File: src/rtl/dmem_bridge.sv
// ----------------------------------------------------------------------------
// dmem_bridge
//   Data-memory access unit between the Mem stage and a single-beat
//   req/gnt/rvalid data bus. It issues one bus transaction per load or store,
//   returns load data right-aligned in MemDataOut, and holds the pipeline
//   through StallOut until the access has finished.
//
// Ports
//   Clk, Rst_n       core clock, asynchronous active-low reset
//   LoadValidIn      Mem stage holds a load (RaddrIn, LoadSizeIn = funct3[1:0])
//   StoreValidIn     Mem stage holds a store (WaddrIn, WdataIn, WmaskIn size code)
//   MemDataOut       registered load data, right-aligned, held until next load
//   StallOut         hold the pipeline (combinational)
//   DoneOut/ErrOut   one-cycle completion pulse and coincident error flag
//   BusReq/BusWe/BusAddr/BusWdata/BusWstrb   registered bus request side
//   BusGnt/BusRvalid/BusRdata/BusErr          bus response side
// ----------------------------------------------------------------------------
module dmem_bridge #(
  parameter int unsigned TIMEOUT = 255
) (
  input  logic        Clk,
  input  logic        Rst_n,
  input  logic        LoadValidIn,
  input  logic        StoreValidIn,
  input  logic [63:0] RaddrIn,
  input  logic [1:0]  LoadSizeIn,
  input  logic [63:0] WaddrIn,
  input  logic [63:0] WdataIn,
  input  logic [3:0]  WmaskIn,
  output logic [63:0] MemDataOut,
  output logic        StallOut,
  output logic        DoneOut,
  output logic        ErrOut,
  output logic        BusReq,
  output logic        BusWe,
  output logic [63:0] BusAddr,
  output logic [63:0] BusWdata,
  output logic [7:0]  BusWstrb,
  input  logic        BusGnt,
  input  logic        BusRvalid,
  input  logic [63:0] BusRdata,
  input  logic        BusErr
);

  // Counter is wide enough to hold TIMEOUT itself (a grant on the last REQ
  // cycle can carry the count one past TIMEOUT-1 into WAIT).
  localparam int CW = (TIMEOUT < 2) ? 1 : $clog2(TIMEOUT + 1);

  typedef enum logic [1:0] {
    S_IDLE = 2'd0,
    S_REQ  = 2'd1,
    S_WAIT = 2'd2,
    S_DONE = 2'd3
  } state_t;

  state_t        r_state;
  logic [CW-1:0] r_cnt;
  logic          r_is_load;
  logic [2:0]    r_off;

  logic          w_is_load;
  logic          w_is_store;
  logic [63:0]   w_addr;
  logic [1:0]    w_size;
  logic          w_size_ok;
  logic          w_misalign;
  logic          w_legal;
  logic [2:0]    w_off;
  logic [7:0]    w_lanes;
  logic [7:0]    w_strb;
  logic [63:0]   w_wdata;
  logic [63:0]   w_rdata_al;
  logic          w_timeout;

  // Expand an 8-bit byte-lane mask into a 64-bit bit mask.
  function automatic logic [63:0] f_byte_mask(input logic [7:0] lanes);
    logic [63:0] m;
    m = 64'd0;
    for (int i = 0; i < 8; i++) begin
      m[8*i +: 8] = {8{lanes[i]}};
    end
    return m;
  endfunction

  // Load wins if both valids are seen together; the store is dropped.
  assign w_is_load  = LoadValidIn;
  assign w_is_store = StoreValidIn & ~LoadValidIn;
  assign w_addr     = w_is_load ? RaddrIn : WaddrIn;
  assign w_off      = w_addr[2:0];

  // Decode access size, legality and the unshifted byte-lane mask.
  always_comb begin
    w_size    = 2'd0;
    w_size_ok = 1'b0;
    if (w_is_load) begin
      w_size    = LoadSizeIn;
      w_size_ok = 1'b1;
    end else begin
      case (WmaskIn)
        4'b0001: begin w_size = 2'd0; w_size_ok = 1'b1; end
        4'b0010: begin w_size = 2'd1; w_size_ok = 1'b1; end
        4'b0100: begin w_size = 2'd2; w_size_ok = 1'b1; end
        4'b1000: begin w_size = 2'd3; w_size_ok = 1'b1; end
        default: begin w_size = 2'd0; w_size_ok = 1'b0; end
      endcase
    end
  end

  // Natural alignment check and lane mask for the decoded size.
  always_comb begin
    w_misalign = 1'b0;
    w_lanes    = 8'h01;
    case (w_size)
      2'd0: begin w_misalign = 1'b0;           w_lanes = 8'h01; end
      2'd1: begin w_misalign = w_off[0];       w_lanes = 8'h03; end
      2'd2: begin w_misalign = |w_off[1:0];    w_lanes = 8'h0F; end
      2'd3: begin w_misalign = |w_off[2:0];    w_lanes = 8'hFF; end
      default: begin w_misalign = 1'b1;        w_lanes = 8'h00; end
    endcase
  end

  assign w_legal    = w_size_ok & ~w_misalign;
  // Aligned accesses never carry lanes past byte 7, so no overflow here.
  assign w_strb     = w_lanes << w_off;
  assign w_wdata    = (WdataIn & f_byte_mask(w_lanes)) << {w_off, 3'b000};
  assign w_rdata_al = BusRdata >> {r_off, 3'b000};
  assign w_timeout  = (r_cnt >= CW'(TIMEOUT - 1));

  // Stall drops in DONE so the pipeline advances past the finished access.
  assign StallOut = (LoadValidIn | StoreValidIn) & (r_state != S_DONE);

  // Access FSM with registered bus and completion outputs.
  always_ff @(posedge Clk or negedge Rst_n) begin
    if (!Rst_n) begin
      r_state    <= S_IDLE;
      r_cnt      <= '0;
      r_is_load  <= 1'b0;
      r_off      <= 3'd0;
      MemDataOut <= 64'd0;
      DoneOut    <= 1'b0;
      ErrOut     <= 1'b0;
      BusReq     <= 1'b0;
      BusWe      <= 1'b0;
      BusAddr    <= 64'd0;
      BusWdata   <= 64'd0;
      BusWstrb   <= 8'd0;
    end else begin
      case (r_state)
        S_IDLE: begin
          DoneOut <= 1'b0;
          ErrOut  <= 1'b0;
          if (LoadValidIn | StoreValidIn) begin
            if (w_legal) begin
              r_state   <= S_REQ;
              r_cnt     <= '0;
              r_is_load <= w_is_load;
              r_off     <= w_off;
              BusReq    <= 1'b1;
              BusWe     <= w_is_store;
              BusAddr   <= {w_addr[63:3], 3'b000};
              BusWdata  <= w_is_store ? w_wdata : 64'd0;
              BusWstrb  <= w_is_store ? w_strb : 8'd0;
            end else begin
              // Illegal request: complete with error, never touch the bus.
              r_state <= S_DONE;
              DoneOut <= 1'b1;
              ErrOut  <= 1'b1;
            end
          end else begin
            r_state <= S_IDLE;
          end
        end
        S_REQ: begin
          if (BusGnt) begin
            r_state <= S_WAIT;
            BusReq  <= 1'b0;
            r_cnt   <= r_cnt + CW'(1);
          end else if (w_timeout) begin
            r_state <= S_DONE;
            BusReq  <= 1'b0;
            DoneOut <= 1'b1;
            ErrOut  <= 1'b1;
            r_cnt   <= '0;
          end else begin
            r_cnt <= r_cnt + CW'(1);
          end
        end
        S_WAIT: begin
          if (BusRvalid) begin
            r_state <= S_DONE;
            DoneOut <= 1'b1;
            ErrOut  <= BusErr;
            r_cnt   <= '0;
            if (r_is_load) begin
              MemDataOut <= BusErr ? 64'd0 : w_rdata_al;
            end else begin
              MemDataOut <= MemDataOut;
            end
          end else if (w_timeout) begin
            r_state <= S_DONE;
            DoneOut <= 1'b1;
            ErrOut  <= 1'b1;
            r_cnt   <= '0;
          end else begin
            r_cnt <= r_cnt + CW'(1);
          end
        end
        S_DONE: begin
          // Valids still present here belong to the finished access.
          r_state <= S_IDLE;
          DoneOut <= 1'b0;
          ErrOut  <= 1'b0;
        end
        default: begin
          r_state <= S_IDLE;
          BusReq  <= 1'b0;
          DoneOut <= 1'b0;
          ErrOut  <= 1'b0;
          r_cnt   <= '0;
        end
      endcase
    end
  end

endmodule

File: config.mk
export PLATFORM = sky130hd
export DESIGN_NAME = dmem_bridge
export DESIGN_NICKNAME = d
export VERILOG_FILES = /design/src/rtl/dmem_bridge.sv
export SDC_FILE = /design/constraint.sdc
export NUM_CORES = 1
export LEC_CHECK = 0
export BUFFER_PORTS_ARGS = -buffer_cell sky130_fd_sc_hd__buf_2
export CORE_AREA = 2 2 182 184
export DETAILED_ROUTE_END_ITERATION = 12
export DIE_AREA = 0 0 184 186
export PLACE_DENSITY = 0.74
export SLEW_MARGIN = 40
export SYNTH_ARGS = -nofsm -noshare
export SYNTH_HDL_FRONTEND = slang
export SYNTH_SLANG_ARGS = --single-unit
File: constraint.sdc
create_clock -name Clk -period 5 [get_ports Clk]
set_clock_uncertainty 0.2 [all_clocks]
set_input_delay 1.5 -clock Clk [delete_from_list [all_inputs] [get_ports Clk]]
set_output_delay 1.5 -clock Clk [all_outputs]
set_load 0.03 [all_outputs]
# Yosys cells after proc, flatten, opt, wreduce, memory -nomap -nowiden
# Cells that the tools add are included.
dict set report word_totals {
  reg_bits 215
  in_bits 269
  out_inout_bits 205
  wordCells 87
}
dict set report op_classes {
  addsub 1
  magnitude_cmp 1
  eq_ne 15
  n_shift 3
  mux 37
  bitwise_logic 7
  n_reduce_logical 11
}
# op count
set ops {}
lappend ops {{$mux W64} 3}
lappend ops {{$and A64 B64 Y64} 1}
lappend ops {{$shl A64 B6 Y64} 1}
lappend ops {{$shr A64 B6 Y64} 1}
lappend ops {{$mux W8} 6}
lappend ops {{$pmux W8 S4} 1}
lappend ops {{$pmux W8 S3} 1}
lappend ops {{$mux W1} 14}
lappend ops {{$mux W2} 6}
lappend ops {{$pmux W1 S4} 3}
lappend ops {{$reduce_and A3 Y1} 3}
lappend ops {{$add A8 B1 Y8 const B} 1}
lappend ops {{$eq A2 B2 Y1 const B} 4}
lappend ops {{$ge A8 B8 Y1 const B} 1}
lappend ops {{$ne A2 B2 Y1 const B} 4}
lappend ops {{$pmux W2 S4} 1}
lappend ops {{$shl A8 B3 Y8} 1}
lappend ops {{$pmux W2 S3} 1}
lappend ops {{$eq A2 B1 Y1 const B} 2}
lappend ops {{$eq A4 B1 Y1 const B} 1}
lappend ops {{$eq A4 B2 Y1 const B} 1}
lappend ops {{$eq A4 B3 Y1 const B} 1}
lappend ops {{$eq A4 B4 Y1 const B} 1}
lappend ops {{$logic_not A2 Y1} 2}
lappend ops {{11 further kinds} 14}

# Logic depth before layout (Yosys ltp)
# Gate-level depths: netlist (run 1).
dict set report depth {
  ltp_word 10
  mapped_depth 12
  depth_no_buf 8
}

# Worst setup path after synthesis (run 1)
# OpenSTA, ideal clock, no wires.
dict set report synth_timing {
  path_type {input-to-output}
  startpoint {in LoadValidIn}
  endpoint {out StallOut}
  arrival_time_ps 2807
  required_ps 3300
  setup_slack_ps 493
  cell_stages 6
  path_buffers 4
  cell_sequence {buf_6 > buf_2 > buf_2 > buf_1 > nor2_1 > nor2_1}
}
dict set report synth_via {
  elab_chain_len 2
}
# item line_no
set synth_lines {}
lappend synth_lines {{start, declared} 23} ;# input logic LoadValidIn,
lappend synth_lines {{$or A1 B1 Y1} 130} ;# assign StallOut = (LoadValidIn | StoreValidIn) & (r_state != S_DONE);
lappend synth_lines {{$and A1 B1 Y1} 130}
lappend synth_lines {{end, declared} 31} ;# output logic StallOut,
# No other way between the ends.

# Final worst setup path (run 1)
# Same ends and word-level chain as after synthesis.

==> results of run 1 <==
==> kinds of logic (layout without fill, tap and decap cells) <==
family,Yosys count,in the layout
compound gates,435,435
simple gates,324,324
flops,215,215
mux,163,163
buf+inv,107,554
fa+ha+maj,7,7
xor+xnor,2,2
other cells,1,7
==> layer usage <==
layer / vias to the layer above / GRT usage [%] / wire (µm)
met5: - / 0 / 27
met4: 4 / 12.42 / 2255
met3: 133 / 6.672 / 4733
met2: 742 / 43.68 / 22800
met1: 5713 / 33.18 / 18190
li1: 5457 / - / -
==> tightest hold or removal path: stages (launching register included) <==
cell     delay, ns
dfrtp_1       0.34
nand2_1       0.05
nand2_1       0.05
==> metrics by stage <==
step	hold WS, ns	setup slack, ns	power, mW	utilization [%]	area (µm²)
detailed placement	0.2601	0.7154	6.764	45.44	14630
CTS	0.2752	1.042	8.607	47.96	15450
finish	0.2707	1.047	8.584	48.02	15470
global placement	0.2561	0.9000	6.694	45.39	14620
floorplan	0.2430	0.4933	5.357	-	11910
global route	0.2958	0.9939	9.058	48.01	15460
==> report_power, final <==
group          internal [mW]  leakage (nW)  total, mW  switching, mW
logic                   1.26          4.60       3.96           2.70
clock network           1.05         0.399       1.82          0.772
registers               2.32          2.85       2.80          0.476
total                   4.63          7.85       8.58           3.95
==> final cells by class <==
class | instances | area, µm² | area share, %
antenna | 4 | 10.01 | 0.06472
clock buffer | 33 | 705.7 | 4.563
clock inverter | 12 | 107.6 | 0.6957
inverter | 8 | 30.03 | 0.1942
multi-input combinational | 934 | 6086 | 39.35
sequential | 215 | 5383 | 34.80
tap | 408 | 510.5 | 3.301
timing repair buffer | 501 | 2634 | 17.03
==> cells in the mapped netlist, types with 2 or more instances <==
cell type,number
and2_1,3
buf_2,24
mux2_2,26
a221o_1,15
buf_1,7
o211ai_1,9
mux2i_1,126
o22ai_1,13
o21ai_1,3
nand3_1,20
or3_1,3
a21o_1,3
a22o_1,46
buf_6,5
xor2_1,2
nor2b_1,5
a22oi_1,14
ha_1,7
nand2b_1,8
clkbuf_1,60
and3_1,10
buf_4,3
o21ai_0,191
nor3_1,12
o31ai_1,12
a32o_1,2
or2_2,3
o2bb2ai_1,5
a21bo_2,2
nand2_1,216
mux4_2,8
a31oi_1,8
dfrtp_1,215
a211oi_1,5
nor2_1,35
inv_1,7
o21a_1,17
nand4_1,2
a221oi_1,8
o32ai_1,3
o221ai_1,8
a21oi_1,62
==> registers in the layout (all words and copies together) (netlist names), 2 cells and up <==
signal      flops
r_state         2
BusWdata       64
BusWstrb        8
r_off           3
BusAddr        61
r_cnt           8
MemDataOut     64
==> worst max-delay path by stage <==
stage | start | end | cells after the start
4_1_cts | LoadValidIn | StallOut | 4
2_1_floorplan | LoadValidIn | StallOut | 6
3_5_place_dp | LoadValidIn | BusAddr[20] | 7
5_1_grt | LoadValidIn | StallOut | 4
3_3_place_gp | LoadValidIn | BusWdata[60] | 7
6_report | LoadValidIn | StallOut | 4
==> metrics.md, run 1 <==
| Metric | Value |
|---|---|
| Die area | 34220 µm² |
| CP Launch Type | primary input |
| Most frequent cells in the layout | 468 x buf_2, 216 x nand2_1, 213 x dfrtp_1 |
| Fin. max-slew vios | 0 |
| Final Instance Count excl. Fillers | 2115 |
| Setup bufs post-CTS | 0 |
| Core box area | 32210 µm² |
| FF-to-FF setup slack | 1.81 ns |
| Post-synthesis xor/xnor area fraction | 0.1472% |
| Drt drc | 0 |
| I/O pin cnt | 474 |
| Routed len/inst | 22.70 µm |
| Vias | 12050 |
| Inst Count DP | 2066 |
| Cell family with most CP delay | buffers and inverters |
| Reg-to-Reg Start | r_state[0] |
| Unique masters post-synth | 63 |
| Crit. End Element | primary output |
| Port-buffer cells | 470 |
| CP most frequent cell | nor2_1 |
| Synth Area in Compound Gates | 23.29% |
| RSZ-0062 raised after global routing | no |
| Min-Delay Path Class | flip-flop to flip-flop |
| Syn. warnings | 0 |
| Vias per cell | 5.697 |
| Max cap viols | 0 |
| Gpl congestion | 0.9611 |
| Total track usage | 26.68% |
| Post-synth ARST share | 100.0% |
| Headroom to the max-slew limit | 48.10% |
| Die H | 186 µm |
| First-pass GRT wire length | 69260 µm |
| Nets | 1961 |
| Share of cells above drive strength 1 | 35.00% |
| Area delta synth->final | 29.98% |
| Grt ovf | 0 |
| Post-Synth Simple-Gate Area | 11.63% |
| Width of the die | 184 µm |
| Post-synth EDFFs | 0 |
| Clock transition at path regs | 0.06 ns |
| 1st-pass router iterations | 5 |
| P_leak | 7.855 nW |
| Final min period | 3.953 ns |
| R2r endpoint | MemDataOut[29] |
| Worst skew pair latency | 0.53 ns |
| Post-Syn Instances | 1254 |
| Remaining antenna violation count after routing | 0 |
| H-tree depth | 1 |
| Most common cell after layout, fill and taps aside | buf_2 |
| Worst-Margin Slew | 0.7757 ns |
| Worst reg2reg path depth | 7 |
| Antenna violations before repair | 6 |
| TritonCTS clock tree | built |
| Largest cells by area after synthesis | dfrtp_1 45%, mux2i_1 11%, o21ai_0 8.0% |
| Worst-path maximum fanout | 30 |
| Rows | 66 |
| Root buffer cell | clkbuf_16 |
| CTS Hold Buffers Added | 0 |
| Max Freq | 0.2530 GHz |
| Final setup viols | 0 |
| Num CTS Buffers | 25 |
| Hold Path Origin | BusWe |
| Status | finished clean |
| Total wire length | 48000 µm |
| Power density over the cells | 555.0 nW/µm² |
| Vias in the first global route | 11590 |
| Post-cts resize count | 0 |
| Adder-cell share of the synthesized area | 0.7361% |
| Seq/Total Area, Yosys | 45.22% |
| Fill cells | 3087 |
| Hold Path End | BusWe |
| Worst path max stage delay | 0.30 ns |
| Post-synthesis cell area | 11900 µm² |
| Largest net degree at the start of global routing | 142 |
| Tcrit/Tclk final | 79.06% |
| Synth Flop Type | dfrtp_1 |
| Clock sink count | 215 |
| Maximum vdd drop | 0.2359 mV |
| Detailed placement HPWL | 37010 µm |
| Synthesized area per cell | 9.489 µm² |
| Worst Path Required | 3.30 ns |
| Sum Neg Setup Slack | 0 ns |
| Cell Chain, Critical Path | buf_4 > nor2_1 > nor2_1 > buf_2 |
| Crit path buffers/inverters | 2 |
| Critical Path AT | 2.25 ns |
| Top cell type's share of synthesized area | 45.22% |
| Mux cell area share after synthesis | 14.91% |
| Seq cells post-synth | 215 |
| CP Class | primary input to primary output |
| Endpoints failing hold | 0 |
| Initial DRC count | 1178 |
| Initial Utilization | 36.95% |
| Area leader, netlist | dfrtp_1 |
| Clock Tree Buf Depth | 3 |
| Crit-path slowest cell | buf_4 |
| Main combinational cell family by area after synthesis | compound AO/OA/AOI/OAI gates |
| Hold depth | 2 |
(Power assumes the default switching activity.)
==> run 2: changes to the inputs <==
--- a/config.mk
+++ b/config.mk
@@ -6,10 +6,10 @@
 export NUM_CORES = 1
 export LEC_CHECK = 0
 export BUFFER_PORTS_ARGS = -buffer_cell sky130_fd_sc_hd__buf_2
-export CORE_AREA = 2 2 182 184
+export CORE_ASPECT_RATIO = 0.5
+export CORE_UTILIZATION = 45
 export DETAILED_ROUTE_END_ITERATION = 12
-export DIE_AREA = 0 0 184 186
-export PLACE_DENSITY = 0.74
+export PLACE_DENSITY = 0.88
 export SLEW_MARGIN = 40
 export SYNTH_ARGS = -nofsm -noshare
 export SYNTH_HDL_FRONTEND = slang
==> constraint.sdc (replaced) <==
create_clock -name Clk -period 3.26 [get_ports Clk]
set_clock_uncertainty 0.2 [all_clocks]
set_input_delay 0.978 -clock Clk [delete_from_list [all_inputs] [get_ports Clk]]
set_output_delay 0.978 -clock Clk [all_outputs]
set_load 0.03 [all_outputs]
==> run 2 against run 1 <==
Compared with the run above:
- worst setup slack got worse by 0.66 ns
- via count rose by 1.0%
- sequential power rose by 48%
- clock-buffer cell count fell by 8
- global-route usage rose by 4.6 points
- combinational power rose by 57%
- routed wire length fell by 7.9%
- utilization rose by 14 points
- sequential cell count did not move
- power rose by 51%
- largest power group unchanged
- highest routed layer is now met4
==> metrics.md, run 2 (synthesized netlist as in run 1, its figures left out) <==
| Metric | Value |
|---|---|
| Gpl congestion | 1.045 |
| Root buffer cell | clkbuf_16 |
| Final setup viols | 0 |
| Clock transition at path regs | 0.08 ns |
| RSZ-0062 raised after global routing | no |
| Detailed placement HPWL | 33930 µm |
| Sum Neg Setup Slack | 0 ns |
| Vias in the first global route | 11310 |
| Tcrit/Tclk final | 88.19% |
| Width of the die | 232.0 µm |
| Crit. End Element | primary output |
| Most frequent cells in the layout | 468 x buf_2, 216 x nand2_1, 213 x dfrtp_1 |
| Largest net degree at the start of global routing | 72 |
| Top flop regs | BusWdata x64, MemDataOut x64, BusAddr x61 |
| Area delta synth->final | 32.52% |
| Worst skew pair latency | 0.51 ns |
| Remaining antenna violation count after routing | 0 |
| Core box area | 25600 µm² |
| Fin. max-slew vios | 0 |
| Clock sink count | 215 |
| Worst-Margin Slew | 0.6369 ns |
| Grt ovf | 0 |
| Total track usage | 31.30% |
| Setup ws final | 0.3849 ns |
| Die area | 27140 µm² |
| Status | finished clean |
| Initial Utilization | 46.48% |
| Power density over the cells | 824.1 nW/µm² |
| Headroom to the max-slew limit | 57.38% |
| Share of cells above drive strength 1 | 36.88% |
| Final min period | 2.875 ns |
| TritonCTS clock tree | built |
| Port-buffer cells | 470 |
| Endpoints failing hold | 0 |
| I/O pin cnt | 474 |
| Num CTS Buffers | 21 |
| 1st-pass router iterations | 6 |
| H-tree depth | 1 |
| Critical Path AT | 1.70 ns |
| CP Class | primary input to primary output |
| Setup WS pre-CTS | 0.07015 ns |
| PnR Total Power | 12.99 mW |
| Most common cell after layout, fill and taps aside | buf_2 |
| Fill cells | 2237 |
| Total wire length | 44190 µm |
| Worst Path Required | 2.08 ns |
| Die H | 117.0 µm |
| Clock Tree Buf Depth | 3 |
| Vias per cell | 5.822 |
| Min-Delay Path Class | primary input to asynchronous set/reset pin |
| Final Instance Count excl. Fillers | 2090 |
| Maximum vdd drop | 0.3485 mV |
| Nets | 2008 |
| Routed len/inst | 21.15 µm |
| Max cap viols | 0 |
| First-pass GRT wire length | 65320 µm |
| Rows | 41 |
| Antenna violations before repair | 0 |
| Worst-path maximum fanout | 10 |
| Max Freq | 0.3478 GHz |
| Ant diodes | 0 |
| Initial DRC count | 1197 |
| CTS Hold Buffers Added | 0 |
| Drt drc | 0 |
| P_leak | 8.094 nW |
| CP Launch Type | primary input |
| Setup bufs post-CTS | 0 |
| Inst Count DP | 2053 |
| Vias | 12170 |
| Post-cts resize count | 0 |
-- run 2: stage by stage --
stage          utilization (%)  cell area [µm²]  hold slack (ns)
4_1_cts                  61.57            15760           0.2596
3_3_place_gp             58.69            15020           0.2557
5_1_grt                  61.60            15770           0.2961
6_report                 61.60            15770           0.2611
2_1_floorplan                -            11910           0.2430
3_5_place_dp             58.69            15020           0.2643
-- run 2: final cells by class --
class                      instances  area (µm²)  share of cell area, %
sequential                       215        5383                  34.13
inverter                           8       30.03                 0.1904
clock buffer                      25       580.6                  3.682
timing repair buffer             552        3105                  19.69
clock inverter                    12       157.7                 0.9998
multi-input combinational        934        6082                  38.57
tap                              344       430.4                  2.730
-- run 2: final timing paths --
check,start,end,slack [ns],cells past startpoint
worst min-delay path,Rst_n,BusWdata[59],0.26,1
worst max register to register,r_state[0],BusWdata[6],0.81,7
worst min register to register,MemDataOut[14],MemDataOut[14],0.27,2
worst max-delay path,LoadValidIn,StallOut,0.38,5
max in group asynchronous,Rst_n,MemDataOut[50],1.85,2
min in group Clk,MemDataOut[14],MemDataOut[14],0.27,2
-- run 2: where the power goes --
| group | internal (mW) | switching (mW) |
|---|---|---|
| combinational | 2.07 | 4.16 |
| clock | 1.52 | 1.11 |
| sequential | 3.56 | 0.580 |
| total | 7.15 | 5.84 |
-- run 2: critical path: stages --
cell and delay [ns]:
buf_4 0.14, buf_4 0.18, nor2_1 0.18, nor2_2 0.05, buf_2 0.17
-- run 2: metal layers --
metal | GRT usage [%] | up-vias | share of wire [%]
li1 | - | 5534 | -
met2 | 51.46 | 637 | 48
met3 | 6.129 | 141 | 8.6
met1 | 41.64 | 5857 | 40
met5 | 0 | - | 0
met4 | 11.32 | 0 | 3.8
